<file path="src/rtl/reg_mux_nx1_pkg.sv">
// Shared constants and elaboration helpers for the registered N:1 mux.
package mux_pkg;

    localparam logic RR_MODE_EXPLICIT = 1'b0;
    localparam logic RR_MODE_RR       = 1'b1;
    localparam int   MAX_NUM_IN       = 16;

    // Index width for n channels, never narrower than one bit.
    function automatic int clog2(input int n);
        int r;
        r = 1;
        while ((1 << r) < n) r++;
        return r;
    endfunction

    // (base + off) mod n, assuming base < n and off < n.
    function automatic int wrap_add(input int base, input int off, input int n);
        int s;
        s = base + off;
        if (s >= n) s -= n;
        return s;
    endfunction

endpackage

</file>
<file path="src/rtl/reg_mux_nx1_if.sv">
// Input channels, select controls and registered output of reg_mux_nx1.
interface reg_mux_nx1_if #(
    parameter int DATAWIDTH = 64,
    parameter int NUM_IN    = 4
);
    import mux_pkg::*;

    localparam int SELWIDTH = clog2(NUM_IN);

    logic [NUM_IN*DATAWIDTH-1:0] in_data;
    logic [NUM_IN-1:0]           in_valid;
    logic [NUM_IN-1:0]           in_ready;
    logic [SELWIDTH-1:0]         sel;
    logic                        rr_mode;
    logic [DATAWIDTH-1:0]        out_data;
    logic [SELWIDTH-1:0]         out_chan;
    logic                        out_valid;
    logic                        out_ready;

    modport master (
        output in_data, in_valid, sel, rr_mode, out_ready,
        input  in_ready, out_data, out_chan, out_valid
    );

    modport slave (
        input  in_data, in_valid, sel, rr_mode, out_ready,
        output in_ready, out_data, out_chan, out_valid
    );

endinterface

</file>
<file path="src/rtl/reg_mux_nx1_rr_pick.sv">
// Rotating-priority search: first valid channel at or after ptr, wrapping.
module rr_pick
    import mux_pkg::*;
#(
    parameter int NUM_IN   = 4,
    parameter int SELWIDTH = 2
) (
    input  logic [NUM_IN-1:0]   i_valid,
    input  logic [SELWIDTH-1:0] i_ptr,
    output logic [SELWIDTH-1:0] o_grant,
    output logic                o_found
);

    // Walk offsets from farthest to nearest so the nearest hit wins.
    always_comb begin
        o_grant = '0;
        o_found = 1'b0;
        for (int k = NUM_IN - 1; k >= 0; k--) begin
            if (i_valid[wrap_add(int'(i_ptr), k, NUM_IN)]) begin
                o_grant = SELWIDTH'(wrap_add(int'(i_ptr), k, NUM_IN));
                o_found = 1'b1;
            end
        end
    end

endmodule

</file>
<file path="src/rtl/reg_mux_nx1.sv">
// N:1 valid/ready mux with one output register; explicit or round-robin select.
// Optional stall counter output enabled by REG_MUX_NX1_STALL_CNT_EN.
module reg_mux_nx1
    import mux_pkg::*;
#(
    parameter int DATAWIDTH = 64,
    parameter int NUM_IN    = 4
) (
    input  logic          Clk,
    input  logic          Rst,
    reg_mux_nx1_if.slave  bus
`ifdef REG_MUX_NX1_STALL_CNT_EN
    ,
    output logic [15:0]   stall_cnt
`endif
);

    localparam int SELWIDTH = clog2(NUM_IN);
    localparam int SELSPAN  = 1 << SELWIDTH;

    logic [DATAWIDTH-1:0] r_out_data;
    logic [SELWIDTH-1:0]  r_out_chan;
    logic                 r_out_valid;
    logic [SELWIDTH-1:0]  r_ptr;

    logic [SELSPAN-1:0]   w_valid_pad;
    logic                 w_rr;
    logic                 w_load;
    logic                 w_exp_found;
    logic [SELWIDTH-1:0]  w_rr_grant;
    logic                 w_rr_found;
    logic [SELWIDTH-1:0]  w_grant;
    logic                 w_found;
    logic                 w_xfer;
    logic [NUM_IN-1:0]    w_in_ready;
    logic [DATAWIDTH-1:0] w_sel_data;
    logic [SELWIDTH-1:0]  w_ptr_next;

    // Zero-padding makes out-of-range explicit selects read as not valid.
    always_comb begin
        w_valid_pad               = '0;
        w_valid_pad[NUM_IN-1:0]   = bus.in_valid;
    end

    assign w_rr        = (bus.rr_mode == RR_MODE_RR);
    assign w_load      = !r_out_valid || bus.out_ready;
    assign w_exp_found = w_valid_pad[bus.sel];

    rr_pick #(
        .NUM_IN   (NUM_IN),
        .SELWIDTH (SELWIDTH)
    ) u_rr_pick (
        .i_valid (bus.in_valid),
        .i_ptr   (r_ptr),
        .o_grant (w_rr_grant),
        .o_found (w_rr_found)
    );

    assign w_grant    = w_rr ? w_rr_grant : bus.sel;
    assign w_found    = w_rr ? w_rr_found : w_exp_found;
    assign w_xfer     = !Rst && w_load && w_found;
    assign w_ptr_next = SELWIDTH'(wrap_add(int'(w_grant), 1, NUM_IN));

    always_comb begin
        w_in_ready = '0;
        w_sel_data = '0;
        for (int i = 0; i < NUM_IN; i++) begin
            if (w_grant == SELWIDTH'(i)) begin
                w_in_ready[i] = w_xfer;
                w_sel_data    = bus.in_data[i*DATAWIDTH +: DATAWIDTH];
            end
        end
    end

    always_ff @(posedge Clk) begin
        if (Rst) begin
            r_out_data  <= '0;
            r_out_chan  <= '0;
            r_out_valid <= 1'b0;
            r_ptr       <= '0;
        end else if (w_xfer) begin
            r_out_data  <= w_sel_data;
            r_out_chan  <= w_grant;
            r_out_valid <= 1'b1;
            if (w_rr) r_ptr <= w_ptr_next;
        end else if (bus.out_ready) begin
            r_out_valid <= 1'b0;
        end
    end

    assign bus.in_ready  = w_in_ready;
    assign bus.out_data  = r_out_data;
    assign bus.out_chan  = r_out_chan;
    assign bus.out_valid = r_out_valid;

`ifdef REG_MUX_NX1_STALL_CNT_EN
    logic [15:0] r_stall_cnt;

    // Saturating count of cycles where the held word is refused downstream.
    always_ff @(posedge Clk) begin
        if (Rst) begin
            r_stall_cnt <= '0;
        end else if (r_out_valid && !bus.out_ready && (r_stall_cnt != 16'hFFFF)) begin
            r_stall_cnt <= r_stall_cnt + 16'd1;
        end
    end

    assign stall_cnt = r_stall_cnt;
`endif

endmodule

</file>
<file path="src/flat_wrapper.sv">
// flat-port wrapper written by rule: the top's interface ports become plain ports
module reg_mux_nx1_flat import mux_pkg::*;
#(
    parameter int DATAWIDTH = 64,
    parameter int NUM_IN    = 4
)
  (Clk, Rst, bus_in_data, bus_in_valid, bus_sel, bus_rr_mode, bus_out_ready, bus_in_ready, bus_out_data, bus_out_chan, bus_out_valid);
  reg_mux_nx1_if #(.DATAWIDTH(DATAWIDTH), .NUM_IN(NUM_IN)) bus_i ();
  input  logic Clk;
  input  logic Rst;
  input wire logic [$bits(bus_i.in_data)-1:0] bus_in_data;
  input wire logic [$bits(bus_i.in_valid)-1:0] bus_in_valid;
  input wire logic [$bits(bus_i.sel)-1:0] bus_sel;
  input wire logic [$bits(bus_i.rr_mode)-1:0] bus_rr_mode;
  input wire logic [$bits(bus_i.out_ready)-1:0] bus_out_ready;
  output wire logic [$bits(bus_i.in_ready)-1:0] bus_in_ready;
  output wire logic [$bits(bus_i.out_data)-1:0] bus_out_data;
  output wire logic [$bits(bus_i.out_chan)-1:0] bus_out_chan;
  output wire logic [$bits(bus_i.out_valid)-1:0] bus_out_valid;
  assign bus_i.in_data = bus_in_data;
  assign bus_i.in_valid = bus_in_valid;
  assign bus_i.sel = bus_sel;
  assign bus_i.rr_mode = bus_rr_mode;
  assign bus_i.out_ready = bus_out_ready;
  assign bus_in_ready = bus_i.in_ready;
  assign bus_out_data = bus_i.out_data;
  assign bus_out_chan = bus_i.out_chan;
  assign bus_out_valid = bus_i.out_valid;
  reg_mux_nx1 #(.DATAWIDTH(DATAWIDTH), .NUM_IN(NUM_IN)) u_core (.Clk(Clk), .Rst(Rst), .bus(bus_i));
endmodule
</file>
<file path="config.mk">
export PLATFORM = sky130hd
export DESIGN_NAME = reg_mux_nx1_flat
export DESIGN_NICKNAME = d
export VERILOG_FILES = /design/src/rtl/reg_mux_nx1_pkg.sv /design/src/rtl/reg_mux_nx1_if.sv /design/src/rtl/reg_mux_nx1_rr_pick.sv /design/src/rtl/reg_mux_nx1.sv /design/src/flat_wrapper.sv
export SDC_FILE = /design/constraint.sdc
export NUM_CORES = 1
export LEC_CHECK = 0
export CAP_MARGIN = 10
export CORE_AREA = 2 2 129 131
export CTS_BUF_LIST = sky130_fd_sc_hd__clkbuf_8 sky130_fd_sc_hd__clkbuf_16
export DETAILED_ROUTE_END_ITERATION = 10
export DIE_AREA = 0 0 131 133
export MAX_ROUTING_LAYER = met4
export PLACE_DENSITY = 0.7
export SLEW_MARGIN = 30
export SYNTH_ARGS = -nofsm -noshare
export SYNTH_HDL_FRONTEND = slang
export SYNTH_SLANG_ARGS = --single-unit
</file>
<file path="constraint.sdc">
create_clock -name Clk -period 3.7 [get_ports Clk]
set_input_delay 0.74 -clock Clk [delete_from_list [all_inputs] [get_ports Clk]]
set_output_delay 0.74 -clock Clk [all_outputs]
set_load 0.05 [all_outputs]
</file>
Yosys cells after proc, flatten, opt, wreduce, memory -nomap -nowiden
Cells that the tools add are included.
- bits in registers: 69
- bits of input ports: 266
- output and inout port bits: 71
- word-level logic and storage cells: 73
- $add $sub $neg: 9
- order comparisons: 10
- eq/ne operators: 3
- multiplexer cells: 39
- reductions and logical operators: 8
- operator list (operator ; count):
    64-bit two-way mux ; 4
    32-bit by 4-bit < comparator with 1-bit output (second input constant) ; 4
    32-bit two-way mux ; 4
    32-bit by 4-bit >= comparator with 1-bit output (second input constant) ; 1
    32-bit by 4-bit subtractor with 32-bit output (second input constant) ; 1
    1-bit two-way mux ; 20
    2-bit two-way mux ; 6
    1-bit binary-select mux with 2-bit select ; 5
    3-bit >= comparator (second input constant) ; 3
    3-bit by 3-bit subtractor with 4-bit output (second input constant) ; 2
    2-bit by 1-bit adder with 3-bit output (second input constant) ; 2
    2-bit by 2-bit adder with 3-bit output (second input constant) ; 2
    2-bit == test (second input constant) ; 2
    2-bit by 3-bit subtractor with 4-bit output (second input constant) ; 1
    2-bit by 3-bit >= comparator with 1-bit output (second input constant) ; 1
    2-bit by 3-bit < comparator with 1-bit output (second input constant) ; 1
    2-bit by 1-bit == test with 1-bit output (second input constant) ; 1
    1-bit logical AND ; 2
    1-bit zero test ; 2
    2-bit zero test ; 1
    2-bit AND reduction ; 1
    2-bit nonzero test ; 1
    2-bit by 1-bit subtractor with 2-bit output (second input constant) ; 1
    1-bit logical OR ; 1

Depth between registers and ports, before layout
Gate-level depths: netlist of the first run.
- depth after elaboration: 16
- depth in mapped cells: 12
- gate-level depth less buffers: 9

Cells and area by module
Synthesis of the first run repeated with hierarchy kept, for this count alone.
- cells, all modules: 499
- area, all modules: 4604.4 sq um
- by module, submodules not included (module ; times used ; cells each ; area an instance (sq um) ; seq. area each (sq um)):
    reg_mux_nx1 ; 1 ; 487 ; 4531.8 ; 1381.3
    rr_pick ; 1 ; 12 ; 72.6 ; 0.0

Worst setup path after synthesis of the first run
No wires, ideal clock.
- kind: input to output
- start point: input bus_in_valid[1]
- end point: output bus_in_ready[1]
- arrival time: 3056 ps
- data required time: 2960 ps
- setup slack: -96 ps
- stages: 10
- path buffers: 3
- path through: clkbuf_1 a21boi_0 o32a_1 o221ai_1 nand2_1 ha_1 clkbuf_1 clkbuf_1 inv_1 nor2_1
- cells in the longest elaborated chain, start to end: 10
- elaborated cells on any way between the ends: 27
- those cells by class: 1 x eq/ne; 25 x mux; 1 x reduce/logical
- RTL lines (item ; RTL line ; RTL):
    from (decl) ; flat_wrapper.sv:12 ; input wire logic [$bits(bus_i.in_valid)-1:0] bus_in_valid;
    1-bit binary-select mux with 2-bit select ; reg_mux_nx1_rr_pick.sv:19 ; if (i_valid[wrap_add(int'(i_ptr), k, NUM_IN)]) begin
    1-bit two-way mux (implied by the code) (2 in series) ; reg_mux_nx1_rr_pick.sv:19 ;
    2-bit two-way mux (3 in series) ; reg_mux_nx1_rr_pick.sv:19 ;
    2-bit two-way mux (*) ; reg_mux_nx1_rr_pick.sv:19 ;
    2-bit two-way mux (*) ; reg_mux_nx1.sv:59 ; assign w_grant = w_rr ? w_rr_grant : bus.sel;
    named net u_core.w_grant[0] ; reg_mux_nx1.sv:32 ; logic [SELWIDTH-1:0] w_grant;
    2-bit by 1-bit == test with 1-bit output (*) ; reg_mux_nx1.sv:68 ; if (w_grant == SELWIDTH'(i)) begin
    1-bit two-way mux (*) ; reg_mux_nx1.sv:68 ;
    to (decl) ; flat_wrapper.sv:16 ; output wire logic [$bits(bus_i.in_ready)-1:0] bus_in_ready;
Mark *: on every way through the listed nets, which the timed path passes. The rest lies on a longest branch. The select of a mux whose other input is x is not followed.

Final worst setup path of the first run
- start point: input bus_in_valid[3]
- end point: output bus_in_ready[3]
- cells in the longest elaborated chain, start to end: 10
- elaborated cells on any way between the ends: 27
- those cells by class: 1 x eq/ne; 25 x mux; 1 x reduce/logical
- RTL lines (item ; RTL line):
    1-bit binary-select mux with 2-bit select ; reg_mux_nx1_rr_pick.sv:19
    1-bit two-way mux (implied by the code) (2 in series) ; reg_mux_nx1_rr_pick.sv:19
    2-bit two-way mux (3 in series) ; reg_mux_nx1_rr_pick.sv:19
    2-bit two-way mux (*) ; reg_mux_nx1_rr_pick.sv:19
    2-bit two-way mux (*) ; reg_mux_nx1.sv:59
    named net u_core.w_grant[1] ; reg_mux_nx1.sv:32
    2-bit == test (*) ; reg_mux_nx1.sv:68
    1-bit two-way mux (*) ; reg_mux_nx1.sv:68
Marks and branches as above.

==> insert_results.sql, run 1 <==
INSERT INTO impl_metrics (metric_group, metric, value, unit) VALUES
('global_routing', 'gr-usage-all-layers', '24.1', '%'),
('cts', 'post_cts_setup_driven_buffer_insertion_count', '0', ''),
('power', 'power.leakage', '0.00290', 'uW'),
('drt', 'drt-met1-wl', '8360', 'um'),
('timing', 'fin_setup_tns', '0', 'ps'),
('timing', 'fin_crit_sh', '95.9', '%'),
('layout', 'layoutNonFillerInstCount', '1048', ''),
('place', 'detailedPlacementHpwl', '14900', 'um'),
('drt', 'drt-wirelength-per-cell', '19.9', 'um'),
('cts', 'cts_made_buffers', '9', ''),
('cts', 'cts_root_buffer', 'sky130_fd_sc_hd__clkbuf_16', ''),
('synth', 'postSynth.topFlopCell', 'sky130_fd_sc_hd__dfxtp_1', ''),
('floorplanning', 'floorplan.die.height', '133', 'um'),
('cts', 'clk_latency', '330', 'ps'),
('layout', 'layout_common_cells', 'sky130_fd_sc_hd__clkdlybuf4s50_1 (331), sky130_fd_sc_hd__dfxtp_1 (69), sky130_fd_sc_hd__nand2_1 (68)', ''),
('status', 'outcome', 'complete, no violations', ''),
('min_path', 'worst_hold_path_type', 'register to register', ''),
('cts', 'tritoncts', 'yes', ''),
('drt', 'top_layer_used', 'met4', ''),
('drt', 'num_vias', '5718', ''),
('layout', 'most_common_library_cell_in_the_layout_ignoring_fill_and_taps', 'sky130_fd_sc_hd__clkdlybuf4s50_1', ''),
('timing', 'clock_skew', '5.46', 'ps'),
('worst_setup_path', 'critPathLaunchType', 'primary input', ''),
('layout', 'layout-drive-gt1-share', '11.0', '%'),
('drt', 'drt_pre_antenna_iters', '5', ''),
('synth', 'count_of_flip_flops_with_a_built_in_enable_after_synthesis', '0', ''),
('worst_setup_path', 'critical_path_type', 'primary input to output port', ''),
('cts', 'cts.reportedPaths.clkPinSlew', '50', 'ps'),
('place', 'numPlacedInstances', '1032', ''),
('layout', 'syn_to_final_growth', '83.1', '%'),
('synth', 'synthArstFlopShare', '0', '%'),
('floorplanning', 'placementRows', '47', ''),
('place', 'place_worst_setup_slack', '9.03', 'ps'),
('layout', 'final_design_area_no_fill', '0.00851', 'mm^2'),
('global_routing', 'number_of_global_route_vias_before_repair', '5766', ''),
('drt', 'met3RoutedLength', '1230', 'um'),
('cts', 'ctsHoldBuffers', '0', ''),
('global_routing', 'grt_first_pass_wirelength', '31600', 'um'),
('place', 'portBuffers', '336', ''),
('worst_setup_path', 'sort_of_element_at_the_end_of_the_critical_path', 'output port', ''),
('timing', 'fin_ws', '153', 'ps'),
('worst_setup_path', 'timing.critical_path.arrival', '2810', 'ps'),
('flow_run', 'drv_cap', '0', ''),
('place', 'placed_cell_area', '0.00824', 'mm^2'),
('cts', 'clock_tree.htree_level_count', '3', ''),
('synth', 'netlist_instances', '533', ''),
('timing', 'timing.fmax', '0.282', 'GHz'),
('timing', 'layout_min_cycle_time', '3550', 'ps'),
('floorplanning', 'fp.dieW', '131', 'um'),
('layout', 'layout.nets', '1093', ''),
('synth', 'ys_top_cells_by_area', 'sky130_fd_sc_hd__dfxtp_1 (30%), sky130_fd_sc_hd__a221o_1 (14%), sky130_fd_sc_hd__a311oi_2 (12%)', ''),
('power', 'vdd_ir_drop_max', '0.000207', 'V'),
('cts', 'cts_sinks', '69', ''),
('synth', 'synth_largest_area_cell', 'sky130_fd_sc_hd__dfxtp_1', ''),
('synth', 'synthesis.area_per_instance', '8.72', 'um^2'),
('power', 'power_density', '403', 'mW/mm^2'),
('synth', 'mappedNetlistNets', '803', ''),
('cts', 'max-clock-path-buffers', '2', ''),
('place', 'gp_congestion', '0.843', ''),
('timing', 'max_slew.worst_pin.slew', '760', 'ps'),
('drt', 'detailroute.wirelength.met2', '10600', 'um'),
('drt', 'vias_per_cell', '5.46', ''),
('synth', 'warnings_from_yosys', '0', ''),
('global_routing', 'grt-ovfl-total', '0', ''),
('floorplanning', 'boundary_pin_count', '337', ''),
('synth', 'synthDistinctLibCells', '41', ''),
('synth', 'synth_sequential_area_ratio', '29.7', '%'),
('synth', 'netlist_area', '0.00465', 'mm^2'),
('timing', 'setup_viol', '0', ''),
('synth', 'yosysTopAreaCellShare', '29.7', '%'),
('floorplanning', 'coreArea', '0.0162', 'mm^2');
-- cell usage after synthesis, drive strengths merged (2+ instances only) --
library cell	number
nor4	2
a31o	2
o211ai	65
a21oi	67
clkbuf	63
a311oi	64
o22ai	2
nand2	68
inv	8
buf	15
ha	4
a221o	63
nor2	8
nor2b	3
nor3b	3
a211oi	2
dfxtp	69
and2	2
o21bai	2
nand2b	3
-- routing by layer --
layer,up-vias,track usage (%)
met5,-,-
met4,0,9.40
met3,41,4.25
met2,262,40.4
met1,2673,28.6
li1,2742,-
-- flip-flops by register name (all words and copies together) (netlist names) --
| register | count |
|---|---|
| u_core.bus.out_chan | 2 |
| u_core.bus.out_data | 64 |
| u_core.bus.out_valid | 1 |
| u_core.r_ptr | 2 |
-- area by class of cell --
type | count | area, um^2
Multi-Input combinational cell | 378 | 2920
Sequential cell | 69 | 1380
Antenna cell | 1 | 2.50
Inverter | 8 | 30.0
Tap cell | 220 | 275
Fill cell | 1493 | 7660
Clock buffer | 10 | 239
Timing Repair Buffer | 357 | 3630
Clock inverter | 5 | 21.3
-- kinds of logic after synthesis --
| kind of cell | Yosys count | synth area share [%] |
|---|---|---|
| flops | 69 | 29.7 |
| buf+inv | 86 | 8.02 |
| compound gates | 274 | 51.0 |
| fa+ha+maj | 4 | 1.08 |
| mux | 2 | 0.700 |
| simple gates | 98 | 9.48 |
-- critical path: stages --
cell	delay, ps
sky130_fd_sc_hd__clkdlybuf4s50_1	670
sky130_fd_sc_hd__o21bai_1	100
sky130_fd_sc_hd__a211o_1	290
sky130_fd_sc_hd__a31o_2	270
sky130_fd_sc_hd__inv_1	90
sky130_fd_sc_hd__ha_2	210
sky130_fd_sc_hd__inv_2	60
sky130_fd_sc_hd__nor2_1	190
sky130_fd_sc_hd__buf_12	170
-- where the power goes --
group	internal, uW	total (uW)	leakage [uW]	switching (uW)
registers	854	918	0.000573	63.8
clock network	459	777	0.000142	318
logic	776	1740	0.00218	961
total	2090	3430	0.00290	1340
-- worst paths after layout --
check | start | endpoint | slack (ps) | cells after the start
setup reg to reg | u_core.r_ptr[1] | u_core.bus.out_data[6] | 1030 | 9
setup / recovery | bus_in_valid[3] | bus_in_ready[3] | 150 | 9
hold reg to reg | u_core.bus.out_chan[1] | u_core.bus.out_chan[1] | 510 | 2
hold / removal | u_core.bus.out_chan[1] | u_core.bus.out_chan[1] | 510 | 2
-- metrics by stage --
| stage | hold slack [ps] | power [uW] | util [%] |
|---|---|---|---|
| floorplan | 670 | 1970 | - |
| global placement | 490 | 2670 | 51.0 |
| detailed placement | 491 | 2680 | 51.0 |
| CTS | 503 | 3470 | 52.6 |
| global route | 539 | 3600 | 52.6 |
| finish | 505 | 3430 | 52.6 |
(Power assumes the default switching activity.)
==> run 2: changes to the inputs <==
--- a/config.mk
+++ b/config.mk
@@ -6,13 +6,13 @@
 export NUM_CORES = 1
 export LEC_CHECK = 0
 export CAP_MARGIN = 10
-export CORE_AREA = 2 2 129 131
+export CORE_AREA = 2 2 131 133
 export CTS_BUF_LIST = sky130_fd_sc_hd__clkbuf_8 sky130_fd_sc_hd__clkbuf_16
 export DETAILED_ROUTE_END_ITERATION = 10
-export DIE_AREA = 0 0 131 133
-export MAX_ROUTING_LAYER = met4
-export PLACE_DENSITY = 0.7
+export DIE_AREA = 0 0 133 135
+export PLACE_DENSITY = 0.68
 export SLEW_MARGIN = 30
 export SYNTH_ARGS = -nofsm -noshare
 export SYNTH_HDL_FRONTEND = slang
+export SYNTH_HIERARCHICAL = 1
 export SYNTH_SLANG_ARGS = --single-unit
==> constraint.sdc (replaced) <==
create_clock -name Clk -period 4.1 [get_ports Clk]
set_input_delay 0.82 -clock Clk [delete_from_list [all_inputs] [get_ports Clk]]
set_output_delay 0.82 -clock Clk [all_outputs]
set_load 0.05 [all_outputs]
==> run 2 against run 1 <==
Effect of this change: sequential power is 16% lower; largest power group unchanged; total power is 17% lower; via count fell by 8.9%; first-iteration DRC count decreased by 9.9%; register-to-register slack better by 180 ps; largest cell class unchanged; critical path depth down 4; wire length shrank 11%; highest routed layer unchanged; utilization shrank 1.1 points.
==> insert_results.sql, run 2 <==
INSERT INTO impl_metrics (metric_group, metric, value, unit) VALUES
('status', 'outcome', 'complete, no violations', ''),
('flow_run', 'drv_cap', '0', ''),
('drt', 'drt-wirelength-per-cell', '18.0', 'um'),
('drt', 'drt_drc_violations_left', '0', ''),
('timing', 'fin_crit_sh', '87.1', '%'),
('cts', 'ctsHoldBuffers', '0', ''),
('drt', 'drt-initial-drc-count', '274', ''),
('cts', 'cts_root_buffer', 'sky130_fd_sc_hd__clkbuf_16', ''),
('worst_setup_path', 'sort_of_element_at_the_end_of_the_critical_path', 'output port', ''),
('layout', 'layout-drive-gt1-share', '13.0', '%'),
('place', 'portBuffers', '336', ''),
('global_routing', 'number_of_antenna_violations_at_the_first_check_in_global_routing', '0', ''),
('global_routing', 'grt_first_pass_wirelength', '27800', 'um'),
('power', 'pwr-share-seq', '27.3', '%'),
('floorplanning', 'die_footprint', '0.0180', 'mm^2'),
('power', 'p_switching', '959', 'uW'),
('synth', 'synthArstFlopShare', '0', '%'),
('floorplanning', 'floorplan.initialDensity', '28.1', '%'),
('place', 'detailedPlacementHpwl', '13500', 'um'),
('floorplanning', 'boundary_pin_count', '337', ''),
('timing', 'timing.max_slew.rel_slack', '46.3', '%'),
('timing', 'max_slew_violation_count', '0', ''),
('timing', 'layout_min_cycle_time', '3570', 'ps'),
('timing', 'setup_viol', '0', ''),
('layout', 'most_common_library_cell_in_the_layout_ignoring_fill_and_taps', 'sky130_fd_sc_hd__clkdlybuf4s50_1', ''),
('min_path', 'worst_hold_path_type', 'register to register', ''),
('timing', 'timing.fmax', '0.280', 'GHz'),
('cts', 'clock_tree.htree_level_count', '3', ''),
('worst_setup_path', 'critical_path_type', 'primary input to output port', ''),
('worst_setup_path', 'worst_reg2reg_path_length_in_cells', '11', ''),
('synth', 'postSynth.topFlopCell', 'sky130_fd_sc_hd__dfxtp_1', ''),
('floorplanning', 'floorplan.die.height', '135', 'um'),
('min_path', 'min_from', 'u_core/bus.out_data[62]', ''),
('global_routing', 'number_of_global_route_vias_before_repair', '5191', ''),
('layout', 'insertedDiodeCount', '0', ''),
('drt', 'antenna_violating_nets_post_route', '0', ''),
('power', 'comb_power_share', '43.7', '%'),
('drt', 'drt_pre_antenna_iters', '5', ''),
('drt', 'totalWireLength', '18500', 'um'),
('power', 'finalPower', '2840', 'uW'),
('synth', 'synth_sequential_area_ratio', '30.0', '%'),
('power', 'power.leakage', '0.00320', 'uW'),
('power', 'power.clock.fraction', '29.0', '%'),
('worst_setup_path', 'rr_endpoint', 'u_core/bus.out_data[0]', ''),
('synth', 'ys_top_cells_by_area', 'sky130_fd_sc_hd__dfxtp_1 (30%), sky130_fd_sc_hd__mux2_4 (16%), sky130_fd_sc_hd__a221oi_1 (12%)', ''),
('synth', 'synthesis.area_per_instance', '9.23', 'um^2'),
('synth', 'synth_largest_area_cell', 'sky130_fd_sc_hd__dfxtp_1', ''),
('synth', 'mappedNetlistNets', '769', ''),
('worst_setup_path', 'worst_ep_required_time', '3280', 'ps'),
('worst_setup_path', 'timing.critical_path.arrival', '2750', 'ps'),
('synth', 'netlist_instances', '499', ''),
('floorplanning', 'placementRows', '47', ''),
('worst_setup_path', 'critPathLaunchType', 'primary input', ''),
('timing', 'finalHoldViolations', '0', ''),
('global_routing', 'grt-ovfl-total', '0', ''),
('timing', 'clock_skew', '4.25', 'ps'),
('synth', 'netlist_area', '0.00460', 'mm^2'),
('cts', 'tritoncts', 'yes', ''),
('cts', 'cts_sinks', '69', ''),
('worst_setup_path', 'worst-r2r-setup-slack', '1210', 'ps'),
('timing', 'fin_setup_tns', '0', 'ps'),
('synth', 'total_of_flip_flops_plus_latches_after_synthesis', '69', ''),
('cts', 'clk_latency', '340', 'ps'),
('synth', 'count_of_flip_flops_with_a_built_in_enable_after_synthesis', '0', ''),
('cts', 'cts_resized', '0', ''),
('worst_setup_path', 'endpoint', 'bus_in_ready[0]', ''),
('synth', 'post-synth-top-count-cell', 'sky130_fd_sc_hd__dfxtp_1', ''),
('cts', 'cts.reportedPaths.clkPinSlew', '50', 'ps'),
('timing', 'max_slew.worst_pin.slew', '801', 'ps'),
('layout', 'syn_to_final_growth', '83.7', '%'),
('worst_setup_path', 'timing.rr.start', 'u_core/r_ptr[1]', ''),
('global_routing', 'gr-usage-all-layers', '19.7', '%'),
('power', 'vdd_ir_drop_max', '0.000196', 'V'),
('power', 'power_density', '335', 'mW/mm^2'),
('power', 'switching_share', '33.8', '%'),
('global_routing', 'grt_max_degree', '134', ''),
('timing', 'rsz0062_at_grt', 'no', ''),
('cts', 'post_cts_setup_driven_buffer_insertion_count', '0', ''),
('synth', 'warnings_from_yosys', '6', ''),
('worst_setup_path', 'worstPathMaxFanout', '13', ''),
('layout', 'largest_register_ffs', '64', ''),
('layout', 'layout_common_cells', 'sky130_fd_sc_hd__clkdlybuf4s50_1 (331), sky130_fd_sc_hd__dfxtp_1 (69), sky130_fd_sc_hd__nor2b_1 (67)', ''),
('floorplanning', 'fp.dieW', '133', 'um'),
('synth', 'netlist_top_cells_count', 'sky130_fd_sc_hd__dfxtp_1 (69), sky130_fd_sc_hd__nor2b_1 (68), sky130_fd_sc_hd__nor3_1 (65)', ''),
('power', 'cellInternalPower', '1880', 'uW'),
('synth', 'synthDistinctLibCells', '32', ''),
('worst_setup_path', 'critPathLaunch', 'bus_rr_mode', ''),
('drt', 'vias_per_cell', '5.07', ''),
('floorplanning', 'coreArea', '0.0164', 'mm^2'),
('cts', 'cts_made_buffers', '9', ''),
('drt', 'num_vias', '5211', ''),
('synth', 'yosysTopAreaCellShare', '30.0', '%'),
('cts', 'max-clock-path-buffers', '2', ''),
('place', 'gp_congestion', '0.764', ''),
('layout', 'layout.nets', '1072', ''),
('layout', 'fillerInstances', '1521', '');
## run 2: how the worst min path moves through the flow
stage | endpoint | cells past startpoint | slack [ps]
after global routing | u_core/bus.out_data[62] | 2 | 560
final | u_core/bus.out_data[62] | 2 | 520
after global placement | u_core/bus.out_chan[1] | 2 | 510
after floorplan | u_core/r_ptr[0] | 2 | 500
after CTS | u_core/bus.out_chan[1] | 2 | 530
after detailed placement | u_core/bus.out_data[62] | 2 | 510
## run 2: power by group through the flow
stage	Sequential, uW	Combinational, uW	Clock [uW]
after global routing	783	1310	883
after CTS	775	1240	847
after detailed placement	787	1240	0
final	774	1240	822
after global placement	787	1230	0
after floorplan	1020	482	0
## run 2: routing by layer
layer / wire [um] / GRT usage [%]
met1: 7520 / 22.5
met2: 9170 / 35.0
met3: 1510 / 6.49
met4: 320 / 5.79
met5: 0 / 0
## run 2: layout make-up
cell class	count	area, um^2	area share (%)
sequential	69	1380	16.3
inverter	4	15.0	0.178
tap	220	275	3.25
timing repair buffer	350	3530	41.7
clock inverter	7	82.6	0.976
multi-input combinational	368	2950	34.9
clock buffer	9	225	2.66
## run 2: worst max-delay path: stages
cell                              delay [ps]
sky130_fd_sc_hd__clkdlybuf4s50_1         560
sky130_fd_sc_hd__nor2b_1                 220
sky130_fd_sc_hd__nor3_2                  650
sky130_fd_sc_hd__and3_1                  340
sky130_fd_sc_hd__buf_12                  150
## run 2: per-stage QoR
step	instances	hold WS [ps]	setup slack (ps)	instance area (um^2)	util [%]
final	1027	521	528	8460	51.6
after global routing	1027	563	305	8460	51.6
after CTS	1027	527	475	8460	51.6
after detailed placement	1011	509	277	8150	49.7
after global placement	1011	509	302	8150	49.7
after floorplan	499	504	589	4600	-
## run 2: cells by family (layout without fill, tap and decap cells)
group,Yosys count,after routing,synth area share (%)
buffers and inverters,62,370,6.36
AOI/OAI and AO/OA,143,143,23.2
adders and majority gates,4,4,1.09
DFF,69,69,30.0
and+or+nand+nor,153,153,18.8
muxes,68,68,20.6
==> run 3: changes to the inputs <==
--- a/config.mk
+++ b/config.mk
@@ -5,9 +5,10 @@
 export SDC_FILE = /design/constraint.sdc
 export NUM_CORES = 1
 export LEC_CHECK = 0
-export CAP_MARGIN = 10
+export CAP_MARGIN = 40
 export CORE_AREA = 2 2 131 133
 export CTS_BUF_LIST = sky130_fd_sc_hd__clkbuf_8 sky130_fd_sc_hd__clkbuf_16
+export CTS_CLUSTER_DIAMETER = 40
 export DETAILED_ROUTE_END_ITERATION = 10
 export DIE_AREA = 0 0 133 135
 export PLACE_DENSITY = 0.68
==> results of run 3 <==
Same layout as run 2: the final DEF is identical, and so are final timing and power.
